==> config.mk <==
export PLATFORM = sky130hd
export DESIGN_NAME = pic10_fetch
export DESIGN_NICKNAME = d
export VERILOG_FILES = /design/src/rtl/pic10_pkg.sv /design/src/rtl/pic10_pc.sv /design/src/rtl/pic10_fetch.sv
export SDC_FILE = /design/constraint.sdc
export NUM_CORES = 1
export LEC_CHECK = 0
export ABC_AREA = 1
export CORE_MARGIN = 4
export CORE_UTILIZATION = 38
export CTS_BUF_LIST = sky130_fd_sc_hd__clkbuf_8
export DETAILED_ROUTE_END_ITERATION = 10
export GPL_TIMING_DRIVEN = 0
export HOLD_SLACK_MARGIN = 0.02
export PLACE_DENSITY = 0.81
export RECOVER_POWER = 25
export SYNTH_ARGS = -nofsm -noshare
export SYNTH_HDL_FRONTEND = slang
export SYNTH_SLANG_ARGS = --single-unit
==> constraint.sdc <==
create_clock -name clk -period 1.9 [get_ports clk]
set_clock_uncertainty 0.15 [all_clocks]
set_input_delay 0.38 -clock clk [delete_from_list [all_inputs] [get_ports clk]]
set_output_delay 0.38 -clock clk [all_outputs]
set_load 0.02 [all_outputs]
==> src/rtl/pic10_pkg.sv <==
// Shared PIC10 definitions: instruction-cycle phase encoding, NOP word and default PC width.
// Also used by the execute stage and the pic10_ir bench.
package pic10_pkg;

  localparam logic [11:0] NOP_WORD         = 12'h000;
  localparam int          DEFAULT_PC_WIDTH = 9;

  typedef enum logic [1:0] {
    Q1 = 2'd0,
    Q2 = 2'd1,
    Q3 = 2'd2,
    Q4 = 2'd3
  } q_phase_t;

  // The phase counter wraps Q4 -> Q1 naturally in two bits.
  function automatic q_phase_t next_phase(input q_phase_t p);
    return q_phase_t'(p + 2'd1);
  endfunction

endpackage

==> src/rtl/pic10_pc.sv <==
// PIC10 program counter: async reset to the calibration vector, then load or
// wrap-around increment whenever the fetch sequencer enables it.
module pic10_pc
  import pic10_pkg::*;
#(
  parameter int                    PC_WIDTH     = DEFAULT_PC_WIDTH,
  parameter logic [PC_WIDTH-1:0]   RESET_VECTOR = PC_WIDTH'(9'h1FF)
) (
  input  logic                clk,
  input  logic                reset,
  input  logic                en,
  input  logic                load,
  input  logic [PC_WIDTH-1:0] target,
  output logic [PC_WIDTH-1:0] pc
);

  localparam logic [PC_WIDTH-1:0] PC_ONE = {{(PC_WIDTH-1){1'b0}}, 1'b1};

  logic [PC_WIDTH-1:0] pc_reg;

  always_ff @(posedge clk or posedge reset) begin
    if (reset) begin
      pc_reg <= RESET_VECTOR;
    end else if (en) begin
      pc_reg <= load ? target : pc_reg + PC_ONE;
    end
  end

  assign pc = pc_reg;

endmodule

==> src/rtl/pic10_fetch.sv <==
// PIC10 instruction-fetch sequencer: Q1-Q4 phase counter, IR load strobe,
// NOP-insertion mux for jumps and skips, and the program counter.
module pic10_fetch
  import pic10_pkg::*;
#(
  parameter int                  PC_WIDTH     = DEFAULT_PC_WIDTH,
  parameter logic [PC_WIDTH-1:0] RESET_VECTOR = PC_WIDTH'(9'h1FF)
) (
  input  logic                clk,
  input  logic                reset,
  input  logic                halt,
  input  logic                pc_load,
  input  logic [PC_WIDTH-1:0] pc_target,
  input  logic                skip,
  input  logic [11:0]         rom_data,
  output logic [PC_WIDTH-1:0] prog_addr,
  output logic [11:0]         program_bus,
  output logic                load_ir_reg,
  output logic [1:0]          q_phase
);

  q_phase_t phase_reg;
  logic     flush;

  always_ff @(posedge clk or posedge reset) begin
    if (reset) begin
      phase_reg <= Q1;
    end else if (!halt) begin
      phase_reg <= next_phase(phase_reg);
    end
  end

  // Decoded from registered phase; halt gates it in the same cycle it rises.
  assign load_ir_reg = (phase_reg == Q4) && !halt;

  // A jump or skip discards the prefetched word; pc_load alone steers the PC,
  // so a simultaneous skip cannot add a second NOP.
  assign flush       = pc_load || skip;
  assign program_bus = (load_ir_reg && !flush) ? rom_data : NOP_WORD;
  assign q_phase     = phase_reg;

  pic10_pc #(
    .PC_WIDTH    (PC_WIDTH),
    .RESET_VECTOR(RESET_VECTOR)
  ) u_pc (
    .clk   (clk),
    .reset (reset),
    .en    (load_ir_reg),
    .load  (pc_load),
    .target(pc_target),
    .pc    (prog_addr)
  );

endmodule

* Yosys cells after proc, flatten, opt, wreduce, memory -nomap -nowiden
Cells that the tools add are included.
** Word-level totals
- Register bits after elaboration :: 11
- Logic and storage cells :: 12
** Cells by class
- Reduce and logical (&&, ||, !) cells :: 5
- Muxes and demuxes :: 2
- Add/sub/neg operators :: 2
- Equal/unequal tests :: 1
** Operators with widths (count)
- $mux 12 :: 1
- $add 9x1->9 const B :: 1
- $mux 9 :: 1
- $add 2x1->2 const B :: 1
- $eq 2x2->1 const B :: 1
- $logic_and 1x1->1 :: 2
- $logic_not 1->1 :: 2
- $logic_or 1x1->1 :: 1

* Longest topological paths before layout
- Depth after elaboration :: 4
- Depth in mapped cells :: 8
- Depth with buffers taken out :: 8

* Hierarchy
Synthesis repeated with hierarchy kept, for this count alone.
** Unflattened totals
- Cells, all modules :: 123
- Area total of the unflattened synthesis :: 857.1 um^2
** By module, submodules not included
- pic10_pc :: sequential area each 236.5 um^2, cells an instance 86, times used 1, area each 618.1 um^2
- pic10_fetch :: sequential area each 50.0 um^2, cells an instance 37, times used 1, area each 239.0 um^2

* Least setup slack after synthesis
OpenSTA, ideal clock, no wires.
- Path type :: flip-flop to output port
- Start :: reg phase_reg[0] (netlist: q_phase[0])
- End :: out program_bus[10]
- Buffers on the path :: 1
- Cell stages (with the launch flop) :: 7
- Arrival :: 1367 ps
- Setup slack :: 3 ps
- Required time :: 1370 ps
- Cells stage by stage :: dfrtp_1 -> ha_1 -> nand2_4 -> inv_4 -> nand2_1 -> buf_4 -> nor2_1
** Between the ends
- Word-level cells in the longest chain between the ends :: 4
** RTL lines
- start, declared :: RTL line pic10_fetch.sv:22 : q_phase_t phase_reg;
- start signal, assigned :: RTL line pic10_fetch.sv:29 : phase_reg <= next_phase(phase_reg);
- $eq 2x2->1 :: RTL line pic10_fetch.sv:34 : assign load_ir_reg = (phase_reg == Q4) && !halt;
- $logic_and 1x1->1 :: RTL line pic10_fetch.sv:34
- $logic_and 1x1->1 :: RTL line pic10_fetch.sv:39 : assign program_bus = (load_ir_reg && !flush) ? rom_data : NOP_WORD;
- $mux 12 :: RTL line pic10_fetch.sv:39
- end, declared :: RTL line pic10_fetch.sv:17 : output logic [11:0] program_bus,
Every way passes these cells.

* Final worst setup path
- Start :: reg phase_reg[1] (netlist: q_phase[1])
- End :: out program_bus[2]
Same word-level chain as after synthesis.

==> PnR_summary.wiki <==
{| class="wikitable"
! Metric !! Value
|-
| Slowest cell delay on critical path || 360 ps
|-
| Global route overflow || 0
|-
| Buffers plus inverters on the worst setup path || 3
|-
| Worst-case headroom to the max-slew limit || 0.721
|-
| Final critical delay including setup and external delays || 1920 ps
|-
| Final Total Pwr || 1.71 mW
|-
| Slowest stage cell on the critical path || dfrtp_1
|-
| Setup repair after global routing missed its margin || true
|-
| Cell breakdown of the critical path || ha_2, nand2_4, inv_4, nand2_4, buf_6, nor2_2, buf_4
|-
| Clock sinks || 11
|-
| Net count reported at finish || 217
|-
| Failing checks || setup timing
|-
| Worst min path class || in2reg
|-
| Fraction of layout cells with a size suffix above 1 || 0.309
|-
| Number of cells after detailed placement || 205
|-
| Die H || 55.1 µm
|-
| Number of cells on the critical path || 7
|-
| Total half-perimeter wirelength after legalization and detailed placement || 1.98 mm
|-
| Via count of the first global-routing pass || 1015
|-
| Cell Count, Final, Fillers Out || 215
|-
| Number of flip-flops under the largest register name || 9
|-
| Async set-reset flop share out of synthesis || 1.00
|-
| Net Count, Synth || 158
|-
| DRT antenna net count || 0
|-
| Routed length on met2 || 1.40 mm
|-
| Iter 0 DRT Violations || 8
|-
| Drc violations || 0
|-
| CP most frequent cell || nand2_4
|-
| Full die area || 3040 µm²
|-
| Vias per std cell || 4.63
|-
| Final Routed Wirelength || 2.82 mm
|-
| Master cell of the clock root buffer || clkbuf_8
|-
| Clock tree from TritonCTS || yes
|-
| Maximum vdd drop || 0.931 mV
|-
| Count of TritonRoute iterations in the first routing pass || 4
|-
| Worst min-delay path endpoint || u_pc.pc[1]
|-
| CP Class || reg2out
|-
| Number of violations of the max-capacitance limit || 0
|-
| Hold path cells || 3
|-
| Reg2Reg Capture Point || u_pc.pc[8]
|-
| Proportion of synthesized chip area in sequential cells || 0.339
|-
| Data required time of the critical path || 1370 ps
|-
| Number of enable flip-flop cells after synthesis || 0
|-
| Arrival time worst endpoint || 1390 ps
|-
| Post-layout worst setup margin || -22.0 ps
|-
| Start point of the worst min-delay path || pc_load
|-
| Final Max Tran Viols || 0
|-
| CP top delay family || flip-flops
|-
| Initial core utilization || 0.414
|-
| Count of fill cells added during filler insertion || 166
|-
| GRT Overall Usage || 0.198
|-
| Mean Syn Cell Area || 6.50 µm²
|-
| Top-level I/O count || 50
|-
| Critical Path Source Type || flop
|-
| IO buf count || 48
|-
| Total clock buffers created by CTS || 3
|-
| Number of antenna violations at the first check in global routing || 0
|-
| Yosys warns || 0
|-
| Power per cell area || 1130 nW/µm²
|-
| Critical register-to-register path startpoint || u_pc.pc[0]
|-
| Clock H-tree levels || 1
|-
| Post-layout utilization of the core || 0.741
|-
| Maximum clock path buffer count || 2
|-
| Mean routed wirelength per cell || 13.1 µm
|-
| Highest Signal Layer || met4
|-
| Via count || 995
|-
| Slew of the pin with the lowest slew margin || 417 ps
|-
| Result of the run || finished, violations left
|-
| Clock latency on the worst-skew pair || 240 ps
|-
| Crit-path max FO || 5
|-
| Area of the core || 2040 µm²
|-
| Cell Rows || 16
|-
| Number of different library cells in the post-synthesis netlist || 21
|-
| Weighted congestion at the end of routability-driven global placement || 0.748
|-
| Startpoint of the most critical setup path || q_phase[1]
|-
| P_leak || 0.771 nW
|-
| Period Utilization, post-route || 1.01
|-
| Hold violation count in the final report || 0
|-
| Width of the die || 55.1 µm
|-
| Mapped Cells || 130
|-
| Setup violations, final || 1
|-
| Number of diodes added for antenna fixing || 0
|-
| Wire length of the first global-routing pass || 4.25 mm
|-
| Total length of routed met3 wires || 347 µm
|-
| Summed instance area of the synthesized netlist || 845 µm²
|-
| Clock edge transition at the registers on the reported setup and hold paths || 50 ps
|-
| Met1 Routed Length || 1.03 mm
|-
| Seq cells post-synth || 11
|-
| Upper clock frequency limit || 520 MHz
|-
| Synth Flop Type || dfstp_2
|-
| R2R Setup Slk || 400 ps
|-
| Number of cells on the worst reg-to-reg path || 8
|-
| Endpoint type of the worst setup path || primary output
|-
| Area added between synthesis and finish || 79.1%
|-
| Largest net degree at the start of global routing || 12
|}
tightest hold or removal path, delay by kind of cell:
family | cells | cell delay, ps
buffers and inverters | 1 | 150
AO/OA/AOI/OAI | 1 | 60
AND/OR/NAND/NOR | 1 | 60
metrics by stage:
| stage | worst slack (ps) | TNS, ps | hold slack, ps | cell area (µm²) |
|---|---|---|---|---|
| after floorplan | 2.51 | 0 | 76.0 | 845 |
| after global placement | -769 | -8630 | 328 | 1360 |
| after detailed placement | -783 | -8850 | 337 | 1360 |
| after CTS | 0.655 | 0 | 255 | 1430 |
| after global routing | -74.0 | -537 | 260 | 1510 |
| final | -22.0 | -22.0 | 259 | 1510 |
synth_stat cells, types with 3 or more instances:
library cell,count,share of area
nand2_1,35,0.16
nor2_1,24,0.11
inv_1,22,0.098
nand3_1,11,0.065
dfstp_2,9,0.28
o21a_1,3,0.027
metal layers:
layer / vias up / track usage
li1: 504 / -
met3: 7 / 0.0590
met4: 0 / 0.0891
met5: - / 0
met2: 50 / 0.380
met1: 434 / 0.190
cell families after synthesis:
group / after synthesis / synth area share
AOI/OAI and AO/OA: 12 / 0.0919
xor gates and xnor gates: 1 / 0.0104
adders and majority gates: 2 / 0.0296
buffers and inverters: 29 / 0.159
DFF: 11 / 0.339
and+or+nand+nor: 75 / 0.370
worst max path at each step:
| stage | endpoint |
|---|---|
| floorplan | program_bus[10] |
| global placement | program_bus[4] |
| detailed placement | program_bus[4] |
| CTS | program_bus[2] |
| global route | program_bus[6] |
| finish | program_bus[2] |
repair_timing:
action	CTS	global route
hold buffers	0	0
setup endpoints to repair	22	13
gates cloned	1	0
pin swaps	4	3
gates resized for setup	85	22
setup buffers	3	2
final cells by class:
cell class	count	area, µm²	share of cell area
Clock buffer	3	41.3	0.0273
Sequential cell	11	287	0.189
Inverter	25	96.3	0.0637
Clock inverter	1	3.75	0.00248
Timing Repair Buffer	54	509	0.337
Buffer	4	45.0	0.0298
Multi-Input combinational cell	90	497	0.328
Tap cell	27	33.8	0.0223
cell usage in the layout (no fill, tap or decap), types with 2 or more instances in the layout:
master and instances:
dlygate4sd2_1 11, nand2_1 34, inv_2 2, o21ai_1 2
nand2_2 2, dfrtp_1 2, dfstp_2 9, buf_6 12
a21oi_1 2, o21a_1 3, buf_4 7, clkbuf_8 3
nand3_1 11, nor2_2 6, nand2_4 2, nor2_1 13
nor2_4 7, o21ai_0 2, a21oi_2 2, inv_1 23
clkdlybuf4s50_1 23, buf_2 3
power breakdown:
part | switching, mW | internal [mW]
clock network | 0.0897 | 0.142
logic | 0.536 | 0.407
registers | 0.116 | 0.416
total | 0.741 | 0.965
No activity file was read; power rests on OpenSTA's default activity.
